## src/rtl/riscv_pkg.sv

```systemverilog
// Shared RV32I definitions: opcodes, control encodings and the ID/EX bundle.
// Imported by the decode stage and its register file.
package riscv_pkg;

    localparam int XLEN_DEF  = 32;
    localparam int NREGS_DEF = 32;

    localparam logic [6:0] OP_R   = 7'b0110011;
    localparam logic [6:0] OP_I   = 7'b0010011;
    localparam logic [6:0] OP_LW  = 7'b0000011;
    localparam logic [6:0] OP_SW  = 7'b0100011;
    localparam logic [6:0] OP_BEQ = 7'b1100011;
    localparam logic [6:0] OP_JAL = 7'b1101111;

    localparam logic [2:0] F3_ADD = 3'b000;
    localparam logic [2:0] F3_SLT = 3'b010;
    localparam logic [2:0] F3_OR  = 3'b110;
    localparam logic [2:0] F3_AND = 3'b111;

    typedef enum logic [2:0] {
        ALU_ADD = 3'b000,
        ALU_SUB = 3'b001,
        ALU_AND = 3'b010,
        ALU_OR  = 3'b011,
        ALU_SLT = 3'b101
    } alu_ctrl_t;

    typedef enum logic [1:0] {
        RES_ALU = 2'b00,
        RES_MEM = 2'b01,
        RES_PC4 = 2'b10
    } result_src_t;

    typedef enum logic [1:0] {
        IMM_I = 2'b00,
        IMM_S = 2'b01,
        IMM_B = 2'b10,
        IMM_J = 2'b11
    } imm_src_t;

    typedef struct packed {
        logic        reg_write;
        result_src_t result_src;
        logic        mem_write;
        logic        jump;
        logic        branch;
        alu_ctrl_t   alu_ctrl;
        logic        alu_src;
    } ctrl_t;

    typedef struct packed {
        ctrl_t       ctrl;
        logic [31:0] rd1;
        logic [31:0] rd2;
        logic [31:0] imm_ext;
        logic [4:0]  rs1;
        logic [4:0]  rs2;
        logic [4:0]  rd;
        logic [31:0] pc;
        logic [31:0] pc_plus4;
    } id_ex_t;

    // sub only for R-type with funct7[5]; I-type shares the table but never subtracts
    function automatic alu_ctrl_t alu_from_funct(
        input logic [2:0] funct3,
        input logic       sub_ok
    );
        alu_ctrl_t a;
        case (funct3)
            F3_ADD:  a = sub_ok ? ALU_SUB : ALU_ADD;
            F3_SLT:  a = ALU_SLT;
            F3_OR:   a = ALU_OR;
            F3_AND:  a = ALU_AND;
            default: a = ALU_ADD;
        endcase
        return a;
    endfunction

endpackage

```

## src/rtl/register_file.sv

```systemverilog
// Architectural register file: 2 async read ports, 1 write port,
// write-through bypass so decode sees the value being written back.
module register_file
    import riscv_pkg::*;
#(
    parameter int XLEN  = XLEN_DEF,
    parameter int NREGS = NREGS_DEF,
    parameter int AW    = $clog2(NREGS)
) (
    input  logic            clk,
    input  logic            rst,
    input  logic            we,
    input  logic [AW-1:0]   wa,
    input  logic [XLEN-1:0] wd,
    input  logic [AW-1:0]   ra1,
    input  logic [AW-1:0]   ra2,
    output logic [XLEN-1:0] rd1,
    output logic [XLEN-1:0] rd2
);

    logic [XLEN-1:0] regs [NREGS];
    logic            wr_en;

    assign wr_en = we && (wa != '0);

    always_ff @(posedge clk or negedge rst) begin
        if (!rst) begin
            for (int i = 0; i < NREGS; i++) begin
                regs[i] <= '0;
            end
        end else if (wr_en) begin
            regs[wa] <= wd;
        end
    end

    always_comb begin
        rd1 = regs[ra1];
        if (ra1 == '0) begin
            rd1 = '0;
        end else if (wr_en && (wa == ra1)) begin
            rd1 = wd;
        end
    end

    always_comb begin
        rd2 = regs[ra2];
        if (ra2 == '0) begin
            rd2 = '0;
        end else if (wr_en && (wa == ra2)) begin
            rd2 = wd;
        end
    end

endmodule

```

## src/rtl/decode_cycle.sv

```systemverilog
// RV32I decode stage: control decode, register read, immediate extend,
// and the ID/EX pipeline register feeding execute.
module decode_cycle
    import riscv_pkg::*;
#(
    parameter int XLEN  = XLEN_DEF,
    parameter int NREGS = NREGS_DEF
) (
    input  logic            clk,
    input  logic            rst,
    input  logic [31:0]     InstrD,
    input  logic [XLEN-1:0] PCD,
    input  logic [XLEN-1:0] PCPlus4D,
    input  logic            FlushE,
    input  logic            RegWriteW,
    input  logic [4:0]      RDW,
    input  logic [XLEN-1:0] ResultW,
    output logic [4:0]      Rs1D,
    output logic [4:0]      Rs2D,
    output logic            RegWriteE,
    output logic [1:0]      ResultSrcE,
    output logic            MemWriteE,
    output logic            JumpE,
    output logic            BranchE,
    output logic [2:0]      ALUControlE,
    output logic            ALUSrcE,
    output logic [XLEN-1:0] RD1E,
    output logic [XLEN-1:0] RD2E,
    output logic [XLEN-1:0] ImmExtE,
    output logic [4:0]      Rs1E,
    output logic [4:0]      Rs2E,
    output logic [4:0]      RdE,
    output logic [XLEN-1:0] PCE,
    output logic [XLEN-1:0] PCPlus4E
);

    logic [6:0]  opcode;
    logic [2:0]  funct3;
    logic        funct7_5;
    logic [4:0]  rd_d;
    ctrl_t       ctrl_d;
    imm_src_t    imm_src;
    logic [31:0] imm_ext_d;
    logic [31:0] rd1_d;
    logic [31:0] rd2_d;
    id_ex_t      ex_q;

    assign opcode   = InstrD[6:0];
    assign funct3   = InstrD[14:12];
    assign funct7_5 = InstrD[30];
    assign rd_d     = InstrD[11:7];
    assign Rs1D     = InstrD[19:15];
    assign Rs2D     = InstrD[24:20];

    // Unknown opcodes (including all-zero) fall through as a bubble
    always_comb begin
        ctrl_d  = '0;
        imm_src = IMM_I;
        unique case (1'b1)
            opcode == OP_R: begin
                ctrl_d.reg_write = 1'b1;
                ctrl_d.alu_ctrl  = alu_from_funct(funct3, funct7_5);
            end
            opcode == OP_I: begin
                ctrl_d.reg_write = 1'b1;
                ctrl_d.alu_src   = 1'b1;
                ctrl_d.alu_ctrl  = alu_from_funct(funct3, 1'b0);
            end
            opcode == OP_LW: begin
                ctrl_d.reg_write  = 1'b1;
                ctrl_d.alu_src    = 1'b1;
                ctrl_d.result_src = RES_MEM;
            end
            opcode == OP_SW: begin
                ctrl_d.mem_write = 1'b1;
                ctrl_d.alu_src   = 1'b1;
                imm_src          = IMM_S;
            end
            opcode == OP_BEQ: begin
                ctrl_d.branch   = 1'b1;
                ctrl_d.alu_ctrl = ALU_SUB;
                imm_src         = IMM_B;
            end
            opcode == OP_JAL: begin
                ctrl_d.reg_write  = 1'b1;
                ctrl_d.jump       = 1'b1;
                ctrl_d.result_src = RES_PC4;
                imm_src           = IMM_J;
            end
            default: ctrl_d = '0;
        endcase
    end

    always_comb begin
        imm_ext_d = '0;
        unique case (imm_src)
            IMM_I: imm_ext_d = {{20{InstrD[31]}}, InstrD[31:20]};
            IMM_S: imm_ext_d = {{20{InstrD[31]}}, InstrD[31:25],
                                InstrD[11:7]};
            IMM_B: imm_ext_d = {{20{InstrD[31]}}, InstrD[7],
                                InstrD[30:25], InstrD[11:8], 1'b0};
            IMM_J: imm_ext_d = {{12{InstrD[31]}}, InstrD[19:12],
                                InstrD[20], InstrD[30:21], 1'b0};
            default: imm_ext_d = '0;
        endcase
    end

    register_file #(
        .XLEN  (XLEN),
        .NREGS (NREGS)
    ) u_rf (
        .clk (clk),
        .rst (rst),
        .we  (RegWriteW),
        .wa  (RDW),
        .wd  (ResultW),
        .ra1 (Rs1D),
        .ra2 (Rs2D),
        .rd1 (rd1_d),
        .rd2 (rd2_d)
    );

    // Flush kills only control; data fields are captured regardless
    always_ff @(posedge clk or negedge rst) begin
        if (!rst) begin
            ex_q <= '0;
        end else begin
            ex_q.ctrl     <= FlushE ? '0 : ctrl_d;
            ex_q.rd1      <= rd1_d;
            ex_q.rd2      <= rd2_d;
            ex_q.imm_ext  <= imm_ext_d;
            ex_q.rs1      <= Rs1D;
            ex_q.rs2      <= Rs2D;
            ex_q.rd       <= rd_d;
            ex_q.pc       <= PCD;
            ex_q.pc_plus4 <= PCPlus4D;
        end
    end

    assign RegWriteE   = ex_q.ctrl.reg_write;
    assign ResultSrcE  = ex_q.ctrl.result_src;
    assign MemWriteE   = ex_q.ctrl.mem_write;
    assign JumpE       = ex_q.ctrl.jump;
    assign BranchE     = ex_q.ctrl.branch;
    assign ALUControlE = ex_q.ctrl.alu_ctrl;
    assign ALUSrcE     = ex_q.ctrl.alu_src;
    assign RD1E        = ex_q.rd1;
    assign RD2E        = ex_q.rd2;
    assign ImmExtE     = ex_q.imm_ext;
    assign Rs1E        = ex_q.rs1;
    assign Rs2E        = ex_q.rs2;
    assign RdE         = ex_q.rd;
    assign PCE         = ex_q.pc;
    assign PCPlus4E    = ex_q.pc_plus4;

endmodule

```

## config.mk

```make
export PLATFORM = sky130hd
export DESIGN_NAME = decode_cycle
export DESIGN_NICKNAME = d
export VERILOG_FILES = /design/src/rtl/riscv_pkg.sv /design/src/rtl/register_file.sv /design/src/rtl/decode_cycle.sv
export SDC_FILE = /design/constraint.sdc
export NUM_CORES = 2
export LEC_CHECK = 0
export CORE_UTILIZATION = 55
export DETAILED_ROUTE_END_ITERATION = 10
export GPL_ROUTABILITY_DRIVEN = 0
export PLACE_DENSITY_LB_ADDON = 0.08
export SLEW_MARGIN = 20
export SYNTH_ARGS = -nofsm -noshare
export SYNTH_HDL_FRONTEND = slang
export SYNTH_SLANG_ARGS = --single-unit
```

## constraint.sdc

```tcl
create_clock -name clk -period 2.1 [get_ports clk]
set_clock_uncertainty 0.1 [all_clocks]
set_input_delay 0.42 -clock clk [delete_from_list [all_inputs] [get_ports clk]]
set_output_delay 0.42 -clock clk [all_outputs]
set_load 0.02 [all_outputs]
```

# [Yosys cells after proc, flatten, opt, wreduce, memory -nomap -nowiden]
# Index checks and enable logic that the tools add are counted.
[word_totals] ff_bits=1209 input_bits=137 out_inout_bits=195 wordCells=105
[classes] n_lt_le_gt_ge=4 n_eq_ne=14 n_mux=26 bitwise_logic=3 reduce_logical=11
[ops] op="$bwmux W1024" n=1
[ops] op="$bmux W32 S5" n=2
[ops] op="$mux W32" n=9
[ops] op="$demux W32 S5" n=1
[ops] op="$pmux W32 S4" n=1
[ops] op="$ge A6 B6 Y1 const B" n=3
[ops] op="$not A5 Y6" n=3
[ops] op="$pmux W3 S3" n=2
[ops] op="$eq A7 B6 Y1 const B" n=2
[ops] op="$eq A7 B7 Y1 const B" n=2
[ops] op="$pmux W3 S4" n=1
[ops] op="$eq A5 B5 Y1" n=2
[ops] op="$logic_not A5 Y1" n=2
[ops] op="$mux W10" n=1
[ops] op="$eq A7 B2 Y1 const B" n=1
[ops] op="$eq A7 B5 Y1 const B" n=1
[ops] op="$eq A3 B3 Y1 const B" n=2
[ops] op="$lt A6 B1 Y1 const B" n=1
[ops] op="$mux W1" n=6
[ops] op="$pmux W2 S3" n=1
[ops] op="$reduce_bool A5 Y1" n=1
[ops] op="$eq A2 B2 Y1 const B" n=2
[ops] op="$logic_and A1 B1 Y1" n=4
[ops] op="$pmux W2 S2" n=1
[ops] op="6 further kinds" n=6

# [Logic depth before layout (Yosys ltp)]
[depth] depth_word=6 mapped_depth=10 depth_no_buf=5

# [Modules after synthesis]
# From an unflattened synthesis, not the netlist that was laid out.
[hier_totals] cells_unflattened=4168 hier_area_um2=60864.6
[modules_own_cells] module="register_file" n_inst=1 cells_each=3929 area_each_um2=56008.7 seq_area_each_um2=25624.6
[modules_own_cells] module="decode_cycle" n_inst=1 cells_each=239 area_each_um2=4855.9 seq_area_each_um2=4329.2

# [Least setup slack after synthesis]
# OpenSTA, ideal clock, no wires.
[synth_timing] path_kind="input port to flip-flop" from="input port InstrD[20]" to="register ex_q (netlist bit RD2E[0])" setup_ns=0.126 t_arrival_ns=2.082 required_ns=1.874 setup_slack_ns=-0.208 cell_stages=7 path_buffers=3 cell_sequence="buf_4 > buf_6 > buf_2 > mux4_2 > a22oi_1 > o21ai_0 > a221o_1"
[synth_between] elab_chain_cells=6 elab_cells_between_ends=9 classes_between="eq/ne: 1; mux: 5; bitwise: 1; reduce/logical: 2"
[synth_lines] item="from (decl)" line="decode_cycle.sv:11" text="input logic [31:0] InstrD,"
[synth_lines] item="$not A5 Y6 (not written as such)" line="register_file.sv:46" text="rd2 = regs[ra2];"
[synth_lines] item="$bmux W32 S5" line="register_file.sv:46"
[synth_lines] item="$mux W32 (not written as such) (2 in series)" line="register_file.sv:46"
[synth_lines] item="$mux W32" line="register_file.sv:49" text="end else if (wr_en && (wa == ra2)) begin"
[synth_lines] item="$mux W32 *" line="register_file.sv:47" text="if (ra2 == '0) begin"
[synth_lines] item="named net rd2_d[0]" line="decode_cycle.sv:45" text="logic [31:0] rd2_d;"
[synth_lines] item="to (decl)" line="decode_cycle.sv:46" text="id_ex_t ex_q;"
# The timed path passes the listed nets; every way through them passes the cells marked *. The select of a mux whose other input is x is not followed.
# A chain may end at the register's enable or synchronous reset.

# [Worst setup path in the final report]
[layout_timing] from="input port InstrD[21]" to="register ex_q (netlist bit RD2E[22])"
# The elaborated chain is that of the path after synthesis.

==> metrics <==
# H-tree levels=4; top-area cell type share of the netlist area=0.498; Die Span Y=333 um; WL final=202000 um; leakage=0.0336 uW; port bufs=331; RSZ-0062 raised after global routing=yes; clk root buf=clkbuf_16; Net Count, Synth=4263; dpl hpwl=134000 um; Site Rows=120; final-report setup violation count=1; core area=108000 um^2; Tcrit/Tclk final=1.00; ys async rst share=1.00; initial antenna violation count=5; fmax=476 MHz; post-synthesis cell type count=62; Post-synth top flop=dfrtp_1; Area growth, synth to finish=24.3%; Final ANT Viol Nets=0; global route total overflow=0; worst setup margin=-0.00177 ns; Hold Path Class=primary input to flop; Crit path arrival time=2.66 ns; sequential fraction of the synthesis area=0.498; final core area utilization=0.694; Clock Sinks=1197; status=finished with violations; EDFF count, synth=0; Max Slew Vio Count=0; die area=111000 um^2; crit end category=flop; Worst VDD drop=0.000713 V; Worst path slowest cell=a2111oi_0; Initial Utilization=0.558; routed via count=42200; most numerous cell in the Yosys netlist=dfrtp_1; IO Pins=332; Critical Path RT=2.65 ns; chip width=333 um; deepest clock path buffer count=3; Fin. Hold Viols=0; Layout Nets=4930; shortest period the worst path allows=2.10 ns; layout filler cell count=7624; clock slew seen by the registers of the worst setup and hold paths=0.06 ns; worst slew pin tran=0.985 ns; hold slack=0.0286 ns; first-pass GRT wire length=298000 um; Total Power=67700 uW; CP Class=primary input to flop; synth top area cells=dfrtp_1 (50%), mux2_2 (19%), mux4_2 (13%); Synth Warn #=0; critical path launch point type=primary input; Yosys reg bits=1197; Synth area leader=dfrtp_1; Mapped Cells=4126; TritonCTS clock tree=done; crit path cell chain=buf_6 > dlygate4sd3_1 > buf_4 > mux2i_1 > a2111oi_0 > nor4_1 > nor2_1; number of global-route vias before repair=43700; drt pass-1 iters=5; Clock Latency Late Sink=0.76 ns; pin count of the biggest net entering global routing=101; Inserted Clock Buffers=134; Slew HR=0.342; DRC Markers=0; layout cell share with drive strength beyond 1=0.463; max-capacitance violation count=0; final setup TNS=-0.00177 ns; Mapped Avg Cell Area=14.6 um^2; Place WS=-0.788 ns; failing checks=negative setup slack; DRT iter0 DRCs=4454; Post-synth top cells=dfrtp_1 (1197), mux2_2 (1027), mux2i_1 (367); DR vias/cell=6.71; routed len/inst=32.1 um; Max FO, Critical Path=10; Power Density=905 nW/um^2; GRT Util Overall=0.368; Slowest Stage Delay on Critical Path=0.71 ns; Syn Std Cell Area=60200 um^2
## state kept, by name, summed over array words and instances (netlist names)
register	flops
Rs1E	5
ALUSrcE	1
BranchE	1
PCE	32
ResultSrcE	1
u_rf.regs	1024
ALUControlE	3
Rs2E	5
RdE	5
RD2E	32
JumpE	1
RD1E	32
RegWriteE	1
MemWriteE	1
ImmExtE	21
PCPlus4E	32
## stage by stage
step | cell area (um^2) | instances
floorplan | 60500 | 4126
global placement | 69700 | 5987
detailed placement | 69700 | 5987
CTS | 74700 | 6289
global route | 74800 | 6291
finish | 74800 | 6294
## critical path, delay by kind of cell
kind | cells | cell delay, ns
simple gates | 2 | 0.29
mux | 1 | 0.18
buf+inv | 3 | 1.03
compound gates | 1 | 0.71
## layer usage
metal,global-route usage,share of wire,vias to the layer above
met5,0,0.00013,-
met4,0.135,0.037,4
met2,0.565,0.46,2096
li1,-,-,17100
met1,0.518,0.41,22500
met3,0.0800,0.086,463
## kinds of logic (layout without fill, tap and decap cells)
kind of cell           count (synthesis)  in the layout  synth area share
AND/OR/NAND/NOR                      261            261            0.0219
flip-flops                          1197           1197             0.498
other                                  0              3                 0
multiplexers                        1733           1733             0.380
XOR/XNOR                              10             10           0.00146
AO/OA/AOI/OAI                        449            449            0.0591
buffers and inverters                476           1238            0.0400
## what timing repair did
| action | CTS | global route |
|---|---|---|
| endpoints found under the hold margin | 787 | 0 |
| hold buffers | 72 | 0 |
| pin swaps | 1 | 2 |
| setup endpoints to repair | 201 | 36 |
| resized for setup | 213 | 10 |
| setup buffers | 0 | 2 |
## layout make-up
type / instances / area (um^2) / area share
diodes: 3 / 7.51 / 0.000100
flip-flops and latches: 1197 / 30000 / 0.401
inverters: 4 / 15.0 / 0.000201
clock inverters: 41 / 457 / 0.00611
well taps: 1403 / 1760 / 0.0235
multi-input cells: 2453 / 28200 / 0.377
clock buffers: 190 / 3960 / 0.0530
repair buffers: 1003 / 10500 / 0.140
## report_power, final
group          internal (uW)  switching [uW]  total (uW)  leakage (uW)
registers              27100            3060       30200        0.0152
clock network          14000            9760       23800       0.00217
logic                   7980            5760       13700        0.0162
## cells in the final DEF (no fill, tap or decap), drive strengths merged, types with 9 or more instances in the layout
cell	synthesis	routed
buf	248	611
nor3	50	50
a2111oi	16	16
nor2b	19	19
nor4	15	15
nor2	53	53
clkinv	1	28
o31ai	14	14
mux4	337	337
o221ai	52	52
a32o	18	18
mux2	1029	1029
a211oi	23	23
a22o	79	79
dlygate4sd3	0	72
o21ai	37	37
dlygate4sd2	0	170
a21oi	37	37
a22oi	55	55
nand2	65	65
a221oi	32	32
mux2i	367	367
dfrtp	1197	1197
o22ai	9	9
nand3	12	12
clkdlybuf4s50	0	134
nand2b	10	10
a31oi	13	13
a221o	31	31
clkbuf	224	191
clkdlybuf4s15	0	15
## path summary, 6_finish.rpt
kind / from / end / slack [ns] / depth (start not counted)
min in group asynchronous: rst / PCE[24] / 0.04 / 2
worst min register to register: u_rf.regs[1013] / u_rf.regs[1013] / 0.30 / 0
worst max-delay path: InstrD[21] / RD2E[22] / -0.002 / 7
max in group asynchronous: rst / PCE[9] / 0.95 / 3
worst min-delay path: PCPlus4D[21] / PCPlus4E[21] / 0.03 / 1
worst max register to register: u_rf.regs[345] / RD2E[25] / 0.06 / 6
Power figures use the tool's default switching activity.
